<file path="src/rtl/reg_file_pkg.sv">
// Shared types and helpers for the scoreboarded register file.
package reg_file_pkg;

   typedef enum logic {
      IDLE,
      CLEAR
   } state_t;

   localparam int unsigned MAX_DEPTH = 256;

   function automatic int unsigned depth(input int unsigned aw);
      return 32'd1 << aw;
   endfunction

   function automatic int unsigned popcount(input logic [MAX_DEPTH-1:0] v);
      int unsigned n;
      n = 0;
      for (int unsigned i = 0; i < MAX_DEPTH; i++) begin
         if (v[i]) n++;
      end
      return n;
   endfunction

endpackage

</file>
<file path="src/rtl/reg_file_sb_if.sv">
// Decode/writeback-facing bus of the register file.
interface reg_file_sb_if #(
   parameter int unsigned WORD_LENGTH = 8,
   parameter int unsigned ADDR_WIDTH  = 3
);
   logic                   reg_Write;
   logic [ADDR_WIDTH-1:0]  Write_Register;
   logic [WORD_LENGTH-1:0] Write_Data;
   logic                   Reserve_En;
   logic [ADDR_WIDTH-1:0]  Reserve_Register;
   logic [ADDR_WIDTH-1:0]  Read_Register_1;
   logic [ADDR_WIDTH-1:0]  Read_Register_2;
   logic [WORD_LENGTH-1:0] Read_Data_1;
   logic [WORD_LENGTH-1:0] Read_Data_2;
   logic                   Read_Valid_1;
   logic                   Read_Valid_2;
   logic                   Clear_Start;
   logic                   Busy;
   logic [ADDR_WIDTH:0]    Pending_Count;

   modport master (
      output reg_Write, Write_Register, Write_Data, Reserve_En, Reserve_Register,
             Read_Register_1, Read_Register_2, Clear_Start,
      input  Read_Data_1, Read_Data_2, Read_Valid_1, Read_Valid_2, Busy, Pending_Count
   );

   modport slave (
      input  reg_Write, Write_Register, Write_Data, Reserve_En, Reserve_Register,
             Read_Register_1, Read_Register_2, Clear_Start,
      output Read_Data_1, Read_Data_2, Read_Valid_1, Read_Valid_2, Busy, Pending_Count
   );
endinterface

</file>
<file path="src/rtl/reg_file_sb_scoreboard.sv">
// Per-register pending bits with reserve/write/clear updates and registered popcount.
module reg_scoreboard
   import reg_file_pkg::*;
#(
   parameter int unsigned ADDR_WIDTH = 3
) (
   input  logic                            clk,
   input  logic                            reset,
   input  logic                            i_reserve_en,
   input  logic [ADDR_WIDTH-1:0]           i_reserve_addr,
   input  logic                            i_write_en,
   input  logic [ADDR_WIDTH-1:0]           i_write_addr,
   input  logic                            i_clear_en,
   input  logic [ADDR_WIDTH-1:0]           i_clear_addr,
   output logic [depth(ADDR_WIDTH)-1:0]    o_pending,
   output logic [ADDR_WIDTH:0]             o_count
);
   localparam int unsigned DEPTH = depth(ADDR_WIDTH);
   localparam int unsigned CW    = ADDR_WIDTH + 1;

   logic [DEPTH-1:0]     r_pending;
   logic [DEPTH-1:0]     w_pending_next;
   logic [MAX_DEPTH-1:0] w_pending_ext;
   logic [CW-1:0]        r_count;

   // Reserve is applied last so it wins over a same-cycle write to that register.
   always_comb begin
      w_pending_next = r_pending;
      if (i_clear_en) w_pending_next[i_clear_addr] = 1'b0;
      if (i_write_en) w_pending_next[i_write_addr] = 1'b0;
      if (i_reserve_en) w_pending_next[i_reserve_addr] = 1'b1;
   end

   always_comb begin
      w_pending_ext = '0;
      w_pending_ext[DEPTH-1:0] = w_pending_next;
   end

   always_ff @(posedge clk) begin
      if (reset) begin
         r_pending <= '0;
         r_count   <= '0;
      end else begin
         r_pending <= w_pending_next;
         r_count   <= CW'(popcount(w_pending_ext));
      end
   end

   assign o_pending = r_pending;
   assign o_count   = r_count;
endmodule

</file>
<file path="src/rtl/reg_file_sb.sv">
// Register file with write-to-read bypass, pending scoreboard and sequenced clear sweep.
module reg_file_sb
   import reg_file_pkg::*;
#(
   parameter int unsigned WORD_LENGTH = 8,
   parameter int unsigned ADDR_WIDTH  = 3,
   parameter bit          ZERO_REG    = 1'b1
) (
   input  logic          clk,
   input  logic          reset,
   reg_file_sb_if.slave  bus
);
   localparam int unsigned DEPTH = depth(ADDR_WIDTH);

   state_t                 r_state, w_state_next;
   logic [ADDR_WIDTH-1:0]  r_cnt, w_cnt_next;
   logic [WORD_LENGTH-1:0] r_mem [DEPTH];
   logic [DEPTH-1:0]       w_pending;
   logic                   w_idle, w_clear_en;
   logic                   w_wr_en, w_rsv_en;
   logic                   w_rd1_zero, w_rd2_zero, w_byp1, w_byp2;

   assign w_idle     = (r_state == IDLE);
   assign w_clear_en = (r_state == CLEAR);

   // Register 0 (when hardwired) swallows writes and reserves before they reach state.
   assign w_wr_en  = w_idle && bus.reg_Write &&
                     !(ZERO_REG && (bus.Write_Register == '0));
   assign w_rsv_en = w_idle && bus.Reserve_En &&
                     !(ZERO_REG && (bus.Reserve_Register == '0));

   always_ff @(posedge clk) begin
      if (reset) begin
         r_state <= IDLE;
         r_cnt   <= '0;
      end else begin
         r_state <= w_state_next;
         r_cnt   <= w_cnt_next;
      end
   end

   always_comb begin
      w_state_next = r_state;
      w_cnt_next   = r_cnt;
      case (r_state)
         IDLE: begin
            if (bus.Clear_Start) begin
               w_state_next = CLEAR;
               w_cnt_next   = '0;
            end
         end
         CLEAR: begin
            w_cnt_next = r_cnt + 1'b1;
            if (r_cnt == ADDR_WIDTH'(DEPTH - 1)) w_state_next = IDLE;
         end
         default: w_state_next = IDLE;
      endcase
   end

   always_ff @(posedge clk) begin
      if (reset) begin
         for (int unsigned i = 0; i < DEPTH; i++) r_mem[i] <= '0;
      end else if (w_clear_en) begin
         r_mem[r_cnt] <= '0;
      end else if (w_wr_en) begin
         r_mem[bus.Write_Register] <= bus.Write_Data;
      end
   end

   reg_scoreboard #(.ADDR_WIDTH(ADDR_WIDTH)) u_scoreboard (
      .clk            (clk),
      .reset          (reset),
      .i_reserve_en   (w_rsv_en),
      .i_reserve_addr (bus.Reserve_Register),
      .i_write_en     (w_wr_en),
      .i_write_addr   (bus.Write_Register),
      .i_clear_en     (w_clear_en),
      .i_clear_addr   (r_cnt),
      .o_pending      (w_pending),
      .o_count        (bus.Pending_Count)
   );

   assign w_rd1_zero = ZERO_REG && (bus.Read_Register_1 == '0);
   assign w_rd2_zero = ZERO_REG && (bus.Read_Register_2 == '0);
   assign w_byp1     = w_wr_en && (bus.Read_Register_1 == bus.Write_Register);
   assign w_byp2     = w_wr_en && (bus.Read_Register_2 == bus.Write_Register);

   always_comb begin
      if (w_rd1_zero) begin
         bus.Read_Data_1  = '0;
         bus.Read_Valid_1 = 1'b1;
      end else if (w_byp1) begin
         bus.Read_Data_1  = bus.Write_Data;
         bus.Read_Valid_1 = 1'b1;
      end else begin
         bus.Read_Data_1  = r_mem[bus.Read_Register_1];
         bus.Read_Valid_1 = !w_pending[bus.Read_Register_1];
      end
   end

   always_comb begin
      if (w_rd2_zero) begin
         bus.Read_Data_2  = '0;
         bus.Read_Valid_2 = 1'b1;
      end else if (w_byp2) begin
         bus.Read_Data_2  = bus.Write_Data;
         bus.Read_Valid_2 = 1'b1;
      end else begin
         bus.Read_Data_2  = r_mem[bus.Read_Register_2];
         bus.Read_Valid_2 = !w_pending[bus.Read_Register_2];
      end
   end

   assign bus.Busy = w_clear_en;
endmodule

</file>
<file path="src/flat_wrapper.sv">
// flat-port wrapper written by rule: the top's interface ports become plain ports
module reg_file_sb_flat import reg_file_pkg::*;
#(
   parameter int unsigned WORD_LENGTH = 8,
   parameter int unsigned ADDR_WIDTH  = 3,
   parameter bit          ZERO_REG    = 1'b1
)
  (clk, reset, bus_reg_Write, bus_Write_Register, bus_Write_Data, bus_Reserve_En, bus_Reserve_Register, bus_Read_Register_1, bus_Read_Register_2, bus_Clear_Start, bus_Read_Data_1, bus_Read_Data_2, bus_Read_Valid_1, bus_Read_Valid_2, bus_Busy, bus_Pending_Count);
  reg_file_sb_if #(.WORD_LENGTH(WORD_LENGTH), .ADDR_WIDTH(ADDR_WIDTH)) bus_i ();
  input  logic clk;
  input  logic reset;
  input wire logic [$bits(bus_i.reg_Write)-1:0] bus_reg_Write;
  input wire logic [$bits(bus_i.Write_Register)-1:0] bus_Write_Register;
  input wire logic [$bits(bus_i.Write_Data)-1:0] bus_Write_Data;
  input wire logic [$bits(bus_i.Reserve_En)-1:0] bus_Reserve_En;
  input wire logic [$bits(bus_i.Reserve_Register)-1:0] bus_Reserve_Register;
  input wire logic [$bits(bus_i.Read_Register_1)-1:0] bus_Read_Register_1;
  input wire logic [$bits(bus_i.Read_Register_2)-1:0] bus_Read_Register_2;
  input wire logic [$bits(bus_i.Clear_Start)-1:0] bus_Clear_Start;
  output wire logic [$bits(bus_i.Read_Data_1)-1:0] bus_Read_Data_1;
  output wire logic [$bits(bus_i.Read_Data_2)-1:0] bus_Read_Data_2;
  output wire logic [$bits(bus_i.Read_Valid_1)-1:0] bus_Read_Valid_1;
  output wire logic [$bits(bus_i.Read_Valid_2)-1:0] bus_Read_Valid_2;
  output wire logic [$bits(bus_i.Busy)-1:0] bus_Busy;
  output wire logic [$bits(bus_i.Pending_Count)-1:0] bus_Pending_Count;
  assign bus_i.reg_Write = bus_reg_Write;
  assign bus_i.Write_Register = bus_Write_Register;
  assign bus_i.Write_Data = bus_Write_Data;
  assign bus_i.Reserve_En = bus_Reserve_En;
  assign bus_i.Reserve_Register = bus_Reserve_Register;
  assign bus_i.Read_Register_1 = bus_Read_Register_1;
  assign bus_i.Read_Register_2 = bus_Read_Register_2;
  assign bus_i.Clear_Start = bus_Clear_Start;
  assign bus_Read_Data_1 = bus_i.Read_Data_1;
  assign bus_Read_Data_2 = bus_i.Read_Data_2;
  assign bus_Read_Valid_1 = bus_i.Read_Valid_1;
  assign bus_Read_Valid_2 = bus_i.Read_Valid_2;
  assign bus_Busy = bus_i.Busy;
  assign bus_Pending_Count = bus_i.Pending_Count;
  reg_file_sb #(.WORD_LENGTH(WORD_LENGTH), .ADDR_WIDTH(ADDR_WIDTH), .ZERO_REG(ZERO_REG)) u_core (.clk(clk), .reset(reset), .bus(bus_i));
endmodule
</file>
<file path="config.mk">
export PLATFORM = sky130hd
export DESIGN_NAME = reg_file_sb_flat
export DESIGN_NICKNAME = d
export VERILOG_FILES = /design/src/rtl/reg_file_pkg.sv /design/src/rtl/reg_file_sb_if.sv /design/src/rtl/reg_file_sb_scoreboard.sv /design/src/rtl/reg_file_sb.sv /design/src/flat_wrapper.sv
export SDC_FILE = /design/constraint.sdc
export NUM_CORES = 1
export LEC_CHECK = 0
export BUFFER_PORTS_ARGS = -buffer_cell sky130_fd_sc_hd__buf_2
export CAP_MARGIN = 5
export CORE_UTILIZATION = 40
export DETAILED_ROUTE_END_ITERATION = 7
export GPL_TIMING_DRIVEN = 0
export SETUP_SLACK_MARGIN = 0.4
export SYNTH_ARGS = -nofsm -noshare
export SYNTH_HDL_FRONTEND = slang
export SYNTH_SLANG_ARGS = --single-unit
</file>
<file path="constraint.sdc">
create_clock -name clk -period 10.8 [get_ports clk]
set_input_delay 1.62 -clock clk [delete_from_list [all_inputs] [get_ports clk]]
set_output_delay 1.62 -clock clk [all_outputs]
set_load 0.005 [all_outputs]
</file>
### Word level (Yosys, flattened, before mapping)

Memories as Yosys holds them, arrays and structs flattened.
Cells that the tools add are included.

* flip-flop bits (word level): 16
* RAM bits: 64
* bits of input ports: 25
* output and inout port bits: 23
* logic and storage cells: 106
* memories kept: 1

* add/sub/neg operators: 8
* magnitude comparators: 8
* equal/unequal tests: 4
* muxes and demuxes: 56
* bitwise logic cells: 6
* reduce and logical (&&, ||, !) cells: 19

Memory list
* u_core.r_mem: depth 8, width 8, read ports 2, clocked after Yosys merged registers in 0, write ports 8, line reg_file_sb.sv:17 `logic [WORD_LENGTH-1:0] r_mem [DEPTH];`

Operators by type and width (number)
* $mux W8: 9
* $mux W4: 14
* $add A4 B1 Y4 const B: 7
* $mux W1: 23
* $lt A3 B4 Y1 const B: 5
* $and A8 B8 Y8: 2
* $not A8 Y8: 2
* $reduce_or A8 Y1: 2
* $logic_not A3 Y1: 4
* $demux W1 S3: 3
* $ge A3 B1 Y1 const B: 3
* $logic_and A1 B1 Y1: 9
* $mux W3: 3
* $or A8 B8 Y8: 1
* $bmux W1 S3: 2
* $eq A3 B3 Y1: 2
* $pmux W3 S2: 1
* $logic_not A1 Y1: 4
* $add A3 B1 Y3 const B: 1
* $eq A3 B3 Y1 const B: 1
* $ne A2 B2 Y1 const B: 1
* $pmux W1 S2: 1
* $not A1 Y1: 1

### Logic depth before layout (Yosys ltp)

Gate-level depths: netlist of the first run.

* depth after elaboration: 33
* gate-level depth with buffers: 22
* gate-level depth less buffers: 21

### Modules after synthesis

From an unflattened synthesis of the first run, not the netlist that was laid out.

* cells, all modules: 460
* area, all modules: 5459.0 µm²

By module, submodules not included
* reg_file_sb: times used 1, cells each 311, area an instance 4165.2 µm², sequential area each 2001.9 µm²
* reg_scoreboard: times used 1, cells each 149, area an instance 1293.7 µm², sequential area each 240.2 µm²

### Worst setup path after synthesis of the first run

OpenSTA, ideal clock, no wires.

* kind: input to register
* from: in bus_Write_Register[1]
* to: reg u_core.u_scoreboard.r_count[1], in the netlist u_core.u_scoreboard.o_count[1]
* library setup time: 0.128 ns
* arrival time: 5.481 ns
* data required time: 10.672 ns
* slack: 5.192 ns
* stages on the path: 21
* path buffers: 1
* cell sequence: clkbuf_1 or2_1 o221a_2 nor2_1 ha_1 o2111a_1 a211o_4 clkinv_4 o221a_2 o21ai_0 nand2_1 ha_1 xor2_1 o311a_4 nand2_1 ha_1 nor2_1 a31oi_4 ha_1 mux2i_1 nor2_1

* cells in the longest elaborated chain, start to end: 31
* elaborated cells between the ends (all ways): 35
* classes of those cells: add/sub: 7; order compare: 2; mux: 19; bitwise: 3; reduce/logical: 4

RTL lines
* start: declaration: line flat_wrapper.sv:13 `input wire logic [$bits(bus_i.Write_Register)-1:0] bus_Write_Register;`
* $lt A3 B4 Y1 (not written as such) / $ge A3 B1 Y1 (equally long branches): line reg_file_sb_scoreboard.sv:30 `if (i_write_en) w_pending_next[i_write_addr] = 1'b0;`
* $logic_and A1 B1 Y1 (not written as such): line reg_file_sb_scoreboard.sv:30
* $mux W1 (not written as such): line reg_file_sb_scoreboard.sv:30
* $demux W1 S3: line reg_file_sb_scoreboard.sv:30
* $not A8 Y8 (no source line)
* $and A8 B8 Y8 (no source line)
* $mux W8 *: line reg_file_sb_scoreboard.sv:30
* $or A8 B8 Y8 (no source line)
* [15 not listed]
* $add A4 B1 Y4: line reg_file_pkg.sv:19 `if (v[i]) n++;`
* $mux W4: line reg_file_pkg.sv:19
* $mux W4: line reg_file_sb_scoreboard.sv:40 `if (reset) begin`
* $add A4 B1 Y4: line reg_file_pkg.sv:19
* $mux W4: line reg_file_pkg.sv:19
* $mux W4: line reg_file_sb_scoreboard.sv:40
* $add A4 B1 Y4: line reg_file_pkg.sv:19
* $mux W4 *: line reg_file_pkg.sv:19
* end signal: assignment: line reg_file_sb_scoreboard.sv:45 `r_count <= CW'(popcount(w_pending_ext));`
* end: declaration: line reg_file_sb_scoreboard.sv:24 `logic [CW-1:0] r_count;`

Mark *: on every way between the ends. The rest lies on a longest branch, timed or not. The select of a mux whose other input is x is not followed.
A chain may end at the register's enable or synchronous reset.

### Final worst setup path of the first run

* from: in bus_Read_Register_1[0]
* to: out bus_Read_Data_1[3]

* cells in the longest elaborated chain, start to end: 4
* elaborated cells between the ends (all ways): 6
* classes of those cells: eq/ne: 1; mux: 2; reduce/logical: 2; memory: 1

RTL lines
* start: declaration: line flat_wrapper.sv:17 `input wire logic [$bits(bus_i.Read_Register_1)-1:0] bus_Read_Register_1;`
* branches (longest 3 deep; another with $mem_v2 Z8 W8)
* $mux W8 *: line reg_file_sb.sv:89 `if (w_rd1_zero) begin`
* end: declaration: line flat_wrapper.sv:20 `output wire logic [$bits(bus_i.Read_Data_1)-1:0] bus_Read_Data_1;`

Mark *: on every way between the ends.

==> results of run 1 <==
-- cell usage after synthesis (all sizes together) (2+ instances only) --
cell / n
nand2: 29
ha: 8
nor3b: 2
buf: 6
a31oi: 3
mux2i: 21
a211oi: 17
or2: 2
mux4: 36
o21ai: 7
o221a: 3
mux2: 2
a21oi: 9
dfxtp: 16
o221ai: 3
xnor2: 9
inv: 7
a211o: 2
and2: 3
nand3b: 3
o211ai: 4
and3: 2
edfxtp: 64
a311oi: 2
nand4: 2
nor2: 97
nor3: 4
xor2: 9
o21a: 5
nand2b: 13
clkbuf: 15
and3b: 2
nand3: 5
or4: 2
-- power breakdown --
part | total, mW | switching (mW) | internal [mW]
Combinational | 0.125 | 0.0707 | 0.0548
Clock | 0.367 | 0.120 | 0.247
Sequential | 0.353 | 0.00663 | 0.347
-- worst max-delay path by stage --
stage                                           endpoint                   start  slack [ns]
2_1_floorplan  u_core.u_scoreboard.o_count[1]$_SDFF_PP0_   bus_Write_Register[1]        5.19
3_3_place_gp   u_core.u_scoreboard.o_count[3]$_SDFF_PP0_   bus_Write_Register[1]        4.74
3_5_place_dp   u_core.u_scoreboard.o_count[3]$_SDFF_PP0_   bus_Write_Register[1]        4.75
4_1_cts                               bus_Read_Data_2[2]  bus_Read_Register_2[0]        4.83
5_1_grt                               bus_Read_Data_2[2]  bus_Read_Register_2[0]        4.56
6_report                              bus_Read_Data_1[3]  bus_Read_Register_1[0]        4.93
-- logic make-up (layout without fill, tap and decap cells) --
logic type                 count (synthesis)  count (layout)  synth area share [%]
AOI/OAI and AO/OA                         64              64                  10.1
DFF                                       80              80                  44.7
muxes                                     59              59                  20.8
buffers and inverters                     29              89                  2.32
other                                      1               8                0.0748
and+or+nand+nor                          172             172                  15.7
adders and majority gates                  8               8                  2.00
xor gates and xnor gates                  20              20                  4.22
-- flip-flops by register name, indices dropped and copies added (netlist names) --
name,cells
u_core.u_scoreboard.o_count,4
u_core.r_cnt,3
u_core.bus.Busy,1
u_core.u_scoreboard.o_pending,8
u_core.r_mem,64
-- layer usage --
layer | up-vias | GRT usage [%] | routed length, µm
met4 | 0 | 10.9 | 403
met1 | 1819 | 26.4 | 5320
met5 | - | 0 | 0
met3 | 22 | 2.13 | 671
met2 | 133 | 38.3 | 6540
li1 | 1761 | - | -
-- tightest hold or removal path, delay by kind of cell (launching register included) --
family / cells / cell delay (ns)
DFF: 1 / 0.36
and+or+nand+nor: 1 / 0.07
AOI/OAI and AO/OA: 1 / 0.06
-- cell type report --
| type | instances | area (µm²) | share of cell area [%] |
|---|---|---|---|
| buffer | 21 | 81.3 | 1.40 |
| clock buffer | 9 | 225 | 3.87 |
| clock inverter | 7 | 134 | 2.30 |
| inverter | 8 | 35.0 | 0.601 |
| multi-input combinational | 331 | 2680 | 46.0 |
| sequential | 80 | 2240 | 38.5 |
| tap | 168 | 210 | 3.61 |
| timing repair buffer | 44 | 220 | 3.78 |
==> flow_metrics.env, run 1 <==
export IMPL_cp_num_buf_inv=4
export IMPL_power_leakage_nw=2.14
export IMPL_worst_endpoint_required_ns=9.18
export IMPL_grt_pass1_wl_mm=20.5
export IMPL_hold_end="u_core.r_cnt[0]$_SDFFE_PP0P_"
export IMPL_remaining_drc_errors=0
export IMPL_end_kind="output pin"
export IMPL_timing_final_crit_share_pct=54.4
export IMPL_hold_worst_slack_ns=0.536
export IMPL_fin_cells=668
export IMPL_synth_edf_count=64
export IMPL_async_flop_share_pct=0
export IMPL_grt_max_degree=14
export IMPL_syn_avg_cell_area_um2=11.6
export IMPL_num_antenna_cells=0
export IMPL_ios=48
export IMPL_finalSetupViolations=0
export IMPL_gp_congestion=0.864
export IMPL_clk_latency_ns=0.35
export IMPL_hold_path_class="flop to flop"
export IMPL_slew_violations=0
export IMPL_grt_pass1_vias=3805
export IMPL_yosys_top_cells_area="edfxtp_1 38%, mux4_2 16%, nor2_1 7.3%"
export IMPL_hold_path_cell_count=2
export IMPL_ys_ff_latch=80
export IMPL_die_w_um=114
export IMPL_drive_gt1_share_pct=22.2
export IMPL_syn2layout_area_growth_pct=16.3
export IMPL_cts_root_buf="clkbuf_16"
export IMPL_period_needed_ns=5.87
export IMPL_syn_inst=433
export IMPL_dp_hpwl_mm=9.56
export IMPL_dieArea_um2=13000
export IMPL_setup_slack_ns=4.93
export IMPL_crit_fanout=10
export IMPL_mostFrequentLayoutCells="97 x nor2_1, 64 x edfxtp_1, 46 x buf_2, 36 x mux4_2, 29 x nand2_1"
export IMPL_power_density_nw_per_um2=145
export IMPL_reg2reg_to="u_core.u_scoreboard.o_count[3]$_SDFF_PP0_"
export IMPL_worstReg2RegStart="u_core.bus.Busy$_SDFF_PP0_"
export IMPL_reg2reg_depth=22
export IMPL_outcome="finished, final reports clean"
export IMPL_rrSetupSlack_ns=6.05
export IMPL_synth_cell_types=63
export IMPL_cts_path_max_buffers=2
export IMPL_grt_use_total_pct=21.7
export IMPL_cts_hold_buffers=0
export IMPL_nNetsFinal=528
export IMPL_vias_per_cell=5.59
export IMPL_finalHoldViolCount=0
export IMPL_tritoncts="done"
export IMPL_place_inst=652
export IMPL_core_area_um2=12100
export IMPL_wl_per_cell_um=19.4
export IMPL_irDropWorstVdd_mv=0.0713
export IMPL_crit_chain="buf_2 > buf_1 > buf_1 > mux4_2 > mux2i_1 > a211oi_1 > buf_2"
export IMPL_clock_skew_final_ns=0.00864
export IMPL_slew_headroom_pct=34.1
export IMPL_n_fill_cell=1147
export IMPL_finalPower_uw=846
export IMPL_hp_start="u_core.r_cnt[0]$_SDFFE_PP0P_"
export IMPL_rsz0062_at_grt="no"
export IMPL_synthFlopType="edfxtp_1"
export IMPL_antenna_found_initial=0
export IMPL_cp_depth=7
export IMPL_start_util_pct=41.4
export IMPL_slowest_delay_ns=0.70
export IMPL_drtAntennaViolNets=0
export IMPL_io_buffers=44
export IMPL_htree_levels=3
export IMPL_totalWireLength_mm=12.9
export IMPL_arrival_ns=4.25
export IMPL_post_cts_repair_setup_buffers=0
export IMPL_crit_type="input pin to output pin"
export IMPL_rows=40
export IMPL_postPlaceCellArea_um2=5470
export IMPL_cp_start_kind="input pin"
export IMPL_dieHeight_um=114
export IMPL_drt_iter0_drc=257
export IMPL_clock_fmax_mhz=170
export IMPL_cts_buffers=9
export IMPL_tns_ns=0
export IMPL_synth_area_um2=5010
export IMPL_cp_top_family="buffers and inverters"
export IMPL_final_common_cell="nor2_1"
export IMPL_vias=3735
export IMPL_firstDrtPassIters=5
export IMPL_cp_slowest_cell="buf_1"
export IMPL_synth_seq_area_share_pct=44.7
export IMPL_clk_pin_slew_ns=0.06
export IMPL_utilization_pct=48.1
export IMPL_pre_cts_ws_ns=4.75
export IMPL_post_cts_resized=0
export IMPL_yosys_warnings=0
export IMPL_max_cap_violations=0
export IMPL_synth_top_area_share_pct=38.4
export IMPL_clkSinkCount=80
export IMPL_yosysTopAreaCell="edfxtp_1"
export IMPL_final_cell_area_um2=5830
export IMPL_worst_pin_slew_ns=0.986
export IMPL_overflow=0
(Power assumes the default switching activity.)
==> inputs of run 2 (changes only) <==
clock period = 5.6 ns   (was 10.8 ns; I/O delays follow)
==> run 2 against run 1 <==
Non-clock buffer count stayed put. Worst setup slack worse by 4.2 ns. Register-to-register slack got worse by 5.1 ns. Global-route usage stayed put. Via count grew 0.21%.
==> flow_metrics.env, run 2 (synthesis gave the netlist of run 1 again) <==
export IMPL_cp_start_kind="input pin"
export IMPL_final_cell_area_um2=5830
export IMPL_slew_headroom_pct=33.2
export IMPL_post_cts_repair_setup_buffers=0
export IMPL_totalWireLength_mm=13.0
export IMPL_dieArea_um2=13000
export IMPL_power_leakage_nw=2.14
export IMPL_end_kind="flop"
export IMPL_cts_root_buf="clkbuf_16"
export IMPL_slew_violations=0
export IMPL_crit_type="input pin to flop"
export IMPL_vias=3743
export IMPL_max_cap_violations=0
export IMPL_rows=40
export IMPL_cts_hold_buffers=0
export IMPL_tns_ns=0
export IMPL_place_inst=652
export IMPL_num_antenna_cells=0
export IMPL_die_w_um=114
export IMPL_grt_max_degree=14
export IMPL_regMostFlops="u_core.r_mem"
export IMPL_postPlaceCellArea_um2=5470
export IMPL_hold_path_class="flop to flop"
export IMPL_finalPower_mw=1.63
export IMPL_reg2reg_depth=22
export IMPL_drt_iter0_drc=262
export IMPL_period_needed_ns=4.83
export IMPL_finalSetupViolations=0
export IMPL_overflow=0
export IMPL_clk_pin_slew_ns=0.06
export IMPL_dp_hpwl_mm=9.56
export IMPL_cts_buffers=9
export IMPL_ios=48
export IMPL_clk_latency_ns=0.35
export IMPL_antenna_found_initial=0
export IMPL_worst_pin_slew_ns=0.999
export IMPL_fin_cells=668
export IMPL_arrival_ns=5.04
export IMPL_hold_path_cell_count=2
export IMPL_clock_fmax_mhz=207
export IMPL_tritoncts="done"
export IMPL_drtAntennaViolNets=0
export IMPL_power_density_nw_per_um2=280
export IMPL_worst_endpoint_required_ns=5.81
export IMPL_final_common_cell="nor2_1"
export IMPL_firstDrtPassIters=5
export IMPL_start_util_pct=41.4
export IMPL_crit_fanout=7
export IMPL_vias_per_cell=5.60
export IMPL_clkSinkCount=80
export IMPL_cts_path_max_buffers=2
export IMPL_clock_skew_final_ns=0.00922
export IMPL_gp_congestion=0.864
export IMPL_dieHeight_um=114
export IMPL_htree_levels=3
export IMPL_grt_pass1_wl_mm=20.5
export IMPL_outcome="finished, final reports clean"
export IMPL_grt_pass1_vias=3805
export IMPL_io_buffers=44
export IMPL_grt_use_total_pct=21.7
export IMPL_mostFrequentLayoutCells="96 x nor2_1, 64 x edfxtp_1, 46 x buf_2, 36 x mux4_2, 29 x nand2_1"
export IMPL_syn2layout_area_growth_pct=16.3
export IMPL_drive_gt1_share_pct=22.4
export IMPL_remaining_drc_errors=0
export IMPL_core_area_um2=12100
export IMPL_nNetsFinal=528
export IMPL_largest_reg_flops=64
export IMPL_finalHoldViolCount=0
export IMPL_irDropWorstVdd_mv=0.137
export IMPL_rsz0062_at_grt="no"
export IMPL_wl_per_cell_um=19.5
export IMPL_n_fill_cell=1148
export IMPL_timing_final_crit_share_pct=86.2
-- run 2: power by group --
group	leakage [nW]	internal [mW]	switching, mW
Combinational	1.18	0.106	0.136
Clock	0.177	0.477	0.231
Sequential	0.789	0.668	0.0128
Total	2.14	1.25	0.381
-- run 2: routing by layer --
metal  wire length [µm]  global-route usage, %
met5                  0                      0
met2               6570                   38.3
met1               5340                   26.4
met4                411                   10.9
met3                708                   2.13
-- run 2: final timing paths --
| kind | to | slack, ns | start |
|---|---|---|---|
| worst max-delay path | u_core.u_scoreboard.o_count[3]$_SDFF_PP0_ | 0.77 | bus_Write_Register[1] |
| worst min-delay path | u_core.r_cnt[0]$_SDFFE_PP0P_ | 0.54 | u_core.r_cnt[0]$_SDFFE_PP0P_ |
| worst max register to register | u_core.u_scoreboard.o_count[3]$_SDFF_PP0_ | 0.99 | u_core.bus.Busy$_SDFF_PP0_ |
| worst min register to register | u_core.r_cnt[0]$_SDFFE_PP0P_ | 0.54 | u_core.r_cnt[0]$_SDFFE_PP0P_ |
-- run 2: stage by stage --
step / utilization [%] / hold slack (ns) / setup WS (ns)
2_1_floorplan: - / 0.482 / 0.772
6_report: 48.1 / 0.537 / 0.774
3_3_place_gp: 45.1 / 0.520 / 0.316
5_1_grt: 48.1 / 0.569 / 0.466
4_1_cts: 48.1 / 0.537 / 0.652
3_5_place_dp: 45.1 / 0.525 / 0.330
-- run 2: cell type report --
| class | instances | area, µm² | area share [%] |
|---|---|---|---|
| Buffer | 21 | 81.3 | 1.40 |
| Clock buffer | 9 | 225 | 3.86 |
| Clock inverter | 7 | 134 | 2.30 |
| Inverter | 8 | 35.0 | 0.601 |
| Multi-Input combinational cell | 331 | 2680 | 46.0 |
| Sequential cell | 80 | 2240 | 38.5 |
| Tap cell | 168 | 210 | 3.61 |
| Timing Repair Buffer | 44 | 220 | 3.78 |
-- run 2: what timing repair did --
action                                 in CTS  in global routing
setup endpoints to repair                   0                  1
endpoints found under the hold margin       0                  0
resized for setup                           0                  1
-- run 2: worst max-delay path, stage by stage --
cell,delay (ns)
clkbuf_1,0.19
or2_1,0.32
o221a_2,0.32
nor2_2,0.26
ha_1,0.33
o2111a_1,0.16
a211o_4,0.34
clkinv_4,0.08
o221a_2,0.18
o21ai_0,0.07
nand2_1,0.10
ha_1,0.24
xor2_1,0.18
o311a_4,0.35
nand2_1,0.07
ha_1,0.15
nor2b_1,0.16
xnor2_1,0.15
xnor2_1,0.18
nand4_1,0.15
xor2_1,0.18
nor2_1,0.05
==> inputs of run 3 (changes only) <==
CTS_BUF_LIST = sky130_fd_sc_hd__clkbuf_4   (was default)
==> run 3 against run 2 <==
Worst setup slack got worse by 0.018 ns. Utilization decreased by 1.3 points. Critical path type unchanged. Critical path depth unchanged. Count of clock-buffer cells in the layout unchanged.
==> flow_metrics.env, run 3 (synthesis gave the netlist of run 1 again) <==
export IMPL_cts_hold_buffers=0
export IMPL_hold_path_cell_count=2
export IMPL_grt_pass1_vias=3826
export IMPL_htree_levels=3
export IMPL_hold_path_class="flop to flop"
export IMPL_rrSetupSlack_ns=0.82
export IMPL_nNetsFinal=528
export IMPL_grt_max_degree=14
export IMPL_post_cts_resized=0
export IMPL_syn2layout_area_growth_pct=13.2
export IMPL_crit_type="input pin to flop"
export IMPL_finalSetupViolations=0
export IMPL_reg2reg_to="u_core.u_scoreboard.o_count[3]$_SDFF_PP0_"
export IMPL_cts_path_max_buffers=2
export IMPL_clk_latency_ns=0.46
export IMPL_irDropWorstVdd_mv=0.114
export IMPL_wl_per_cell_um=19.6
export IMPL_io_buffers=44
export IMPL_arrival_ns=5.17
export IMPL_finalHoldViolCount=0
export IMPL_antenna_found_initial=1
export IMPL_n_fill_cell=1174
export IMPL_use_met3_pct=2.44
export IMPL_place_inst=652
export IMPL_max_cap_violations=0
export IMPL_postPlaceCellArea_um2=5470
export IMPL_hold_end="u_core.r_cnt[0]$_SDFFE_PP0P_"
export IMPL_largest_reg_flops=64
export IMPL_die_w_um=114
export IMPL_grt_pass1_wl_mm=20.4
export IMPL_drtAntennaViolNets=0
export IMPL_power_leakage_nw=2.07
export IMPL_worst_pin_slew_ns=1.02
export IMPL_period_needed_ns=4.84
export IMPL_cts_buffers=9
export IMPL_drive_gt1_share_pct=22.2
export IMPL_slew_headroom_pct=31.6
export IMPL_end_kind="flop"
export IMPL_rsz0062_at_grt="no"
export IMPL_use_met2_pct=38.2
export IMPL_pre_cts_ws_ns=0.330
export IMPL_reg2reg_depth=22
export IMPL_tritoncts="done"
export IMPL_gp_congestion=0.864
export IMPL_worstReg2RegStart="u_core.bus.Busy$_SDFF_PP0_"
export IMPL_remaining_drc_errors=0
export IMPL_final_cell_area_um2=5670
export IMPL_dp_hpwl_mm=9.56
export IMPL_tns_ns=0
export IMPL_overflow=0
export IMPL_mostFrequentLayoutCells="97 x nor2_1, 64 x edfxtp_1, 46 x buf_2, 36 x mux4_2, 29 x nand2_1"
export IMPL_vias=3738
export IMPL_finalPower_mw=1.40
export IMPL_firstDrtPassIters=6
export IMPL_final_common_cell="nor2_1"
export IMPL_cts_root_buf="clkbuf_4"
export IMPL_start_util_pct=41.4
export IMPL_power_density_nw_per_um2=246
export IMPL_fin_cells=669
export IMPL_top_usage_layer="met2"
export IMPL_dieHeight_um=114
export IMPL_crit_fanout=7
export IMPL_post_cts_repair_setup_buffers=0
export IMPL_outcome="finished, final reports clean"
export IMPL_vias_per_cell=5.59
export IMPL_worst_endpoint_required_ns=5.93
export IMPL_clkSinkCount=80
export IMPL_regMostFlops="u_core.r_mem"
export IMPL_setup_slack_ns=0.755
export IMPL_core_area_um2=12100
export IMPL_grt_use_total_pct=21.7
export IMPL_use_met1_pct=26.3
export IMPL_clock_fmax_mhz=206
export IMPL_drt_iter0_drc=235
export IMPL_cp_start_kind="input pin"
export IMPL_dieArea_um2=13000
export IMPL_clk_pin_slew_ns=0.13
export IMPL_rows=40
export IMPL_slew_violations=0
export IMPL_clock_skew_final_ns=0.0195
export IMPL_totalWireLength_mm=13.1
export IMPL_ios=48
export IMPL_hp_start="u_core.r_cnt[0]$_SDFFE_PP0P_"
export IMPL_timing_final_crit_share_pct=86.5
run 3: changes by cell type in the layout (fill, tap and decap cells not counted):
cell / before / now
nor2_1: 96 / 97
nor2_2: 1 / 0
clkbuf_16: 9 / 0
diode_2: 0 / 1
clkbuf_4: 0 / 9
run 3: worst max-delay path, stage by stage:
cell and delay [ns]:
clkbuf_1 0.18, or2_1 0.32, o221a_2 0.31, nor2_1 0.37
ha_1 0.37, o2111a_1 0.16, a211o_4 0.34, clkinv_4 0.08
o221a_2 0.18, o21ai_0 0.07, nand2_1 0.10, ha_1 0.24
xor2_1 0.18, o311a_4 0.35, nand2_1 0.07, ha_1 0.15
nor2b_1 0.16, xnor2_1 0.15, xnor2_1 0.18, nand4_1 0.15
xor2_1 0.18, nor2_1 0.05
run 3: how the worst max path moves through the flow:
stage	startpoint	end
after floorplan	bus_Write_Register[1]	u_core.u_scoreboard.o_count[1]$_SDFF_PP0_
after global placement	bus_Write_Register[1]	u_core.u_scoreboard.o_count[3]$_SDFF_PP0_
after detailed placement	bus_Write_Register[1]	u_core.u_scoreboard.o_count[3]$_SDFF_PP0_
after CTS	bus_Write_Register[1]	u_core.u_scoreboard.o_count[3]$_SDFF_PP0_
after global routing	bus_Write_Register[1]	u_core.u_scoreboard.o_count[3]$_SDFF_PP0_
final	bus_Write_Register[1]	u_core.u_scoreboard.o_count[3]$_SDFF_PP0_
run 3: layer usage:
| metal | vias up | wire length [µm] | part of all wire [%] |
|---|---|---|---|
| met5 | - | 0 | 0 |
| met4 | 0 | 361 | 2.8 |
| met3 | 22 | 675 | 5.2 |
| met2 | 121 | 6610 | 51 |
| met1 | 1833 | 5440 | 42 |
| li1 | 1762 | - | - |
run 3: layout make-up:
class | count | area [µm²] | area share (%)
Timing Repair Buffer | 44 | 220 | 3.88
Tap cell | 168 | 210 | 3.71
Sequential cell | 80 | 2240 | 39.5
Multi-Input combinational cell | 331 | 2680 | 47.2
Clock inverter | 7 | 134 | 2.36
Antenna cell | 1 | 2.50 | 0.0441
Inverter | 8 | 35.0 | 0.618
Clock buffer | 9 | 67.6 | 1.19
Buffer | 21 | 81.3 | 1.43
run 3: power by group:
group,total (mW),internal (mW),switching [mW]
Sequential,0.680,0.667,0.0129
Clock,0.475,0.268,0.207
Combinational,0.242,0.106,0.137
Total,1.40,1.04,0.357
run 3: stage by stage:
stage               hold slack, ns  util, %
floorplan                    0.482        -
finish                       0.547     46.8
CTS                          0.547     46.8
global route                 0.579     46.8
global placement             0.520     45.1
detailed placement           0.525     45.1
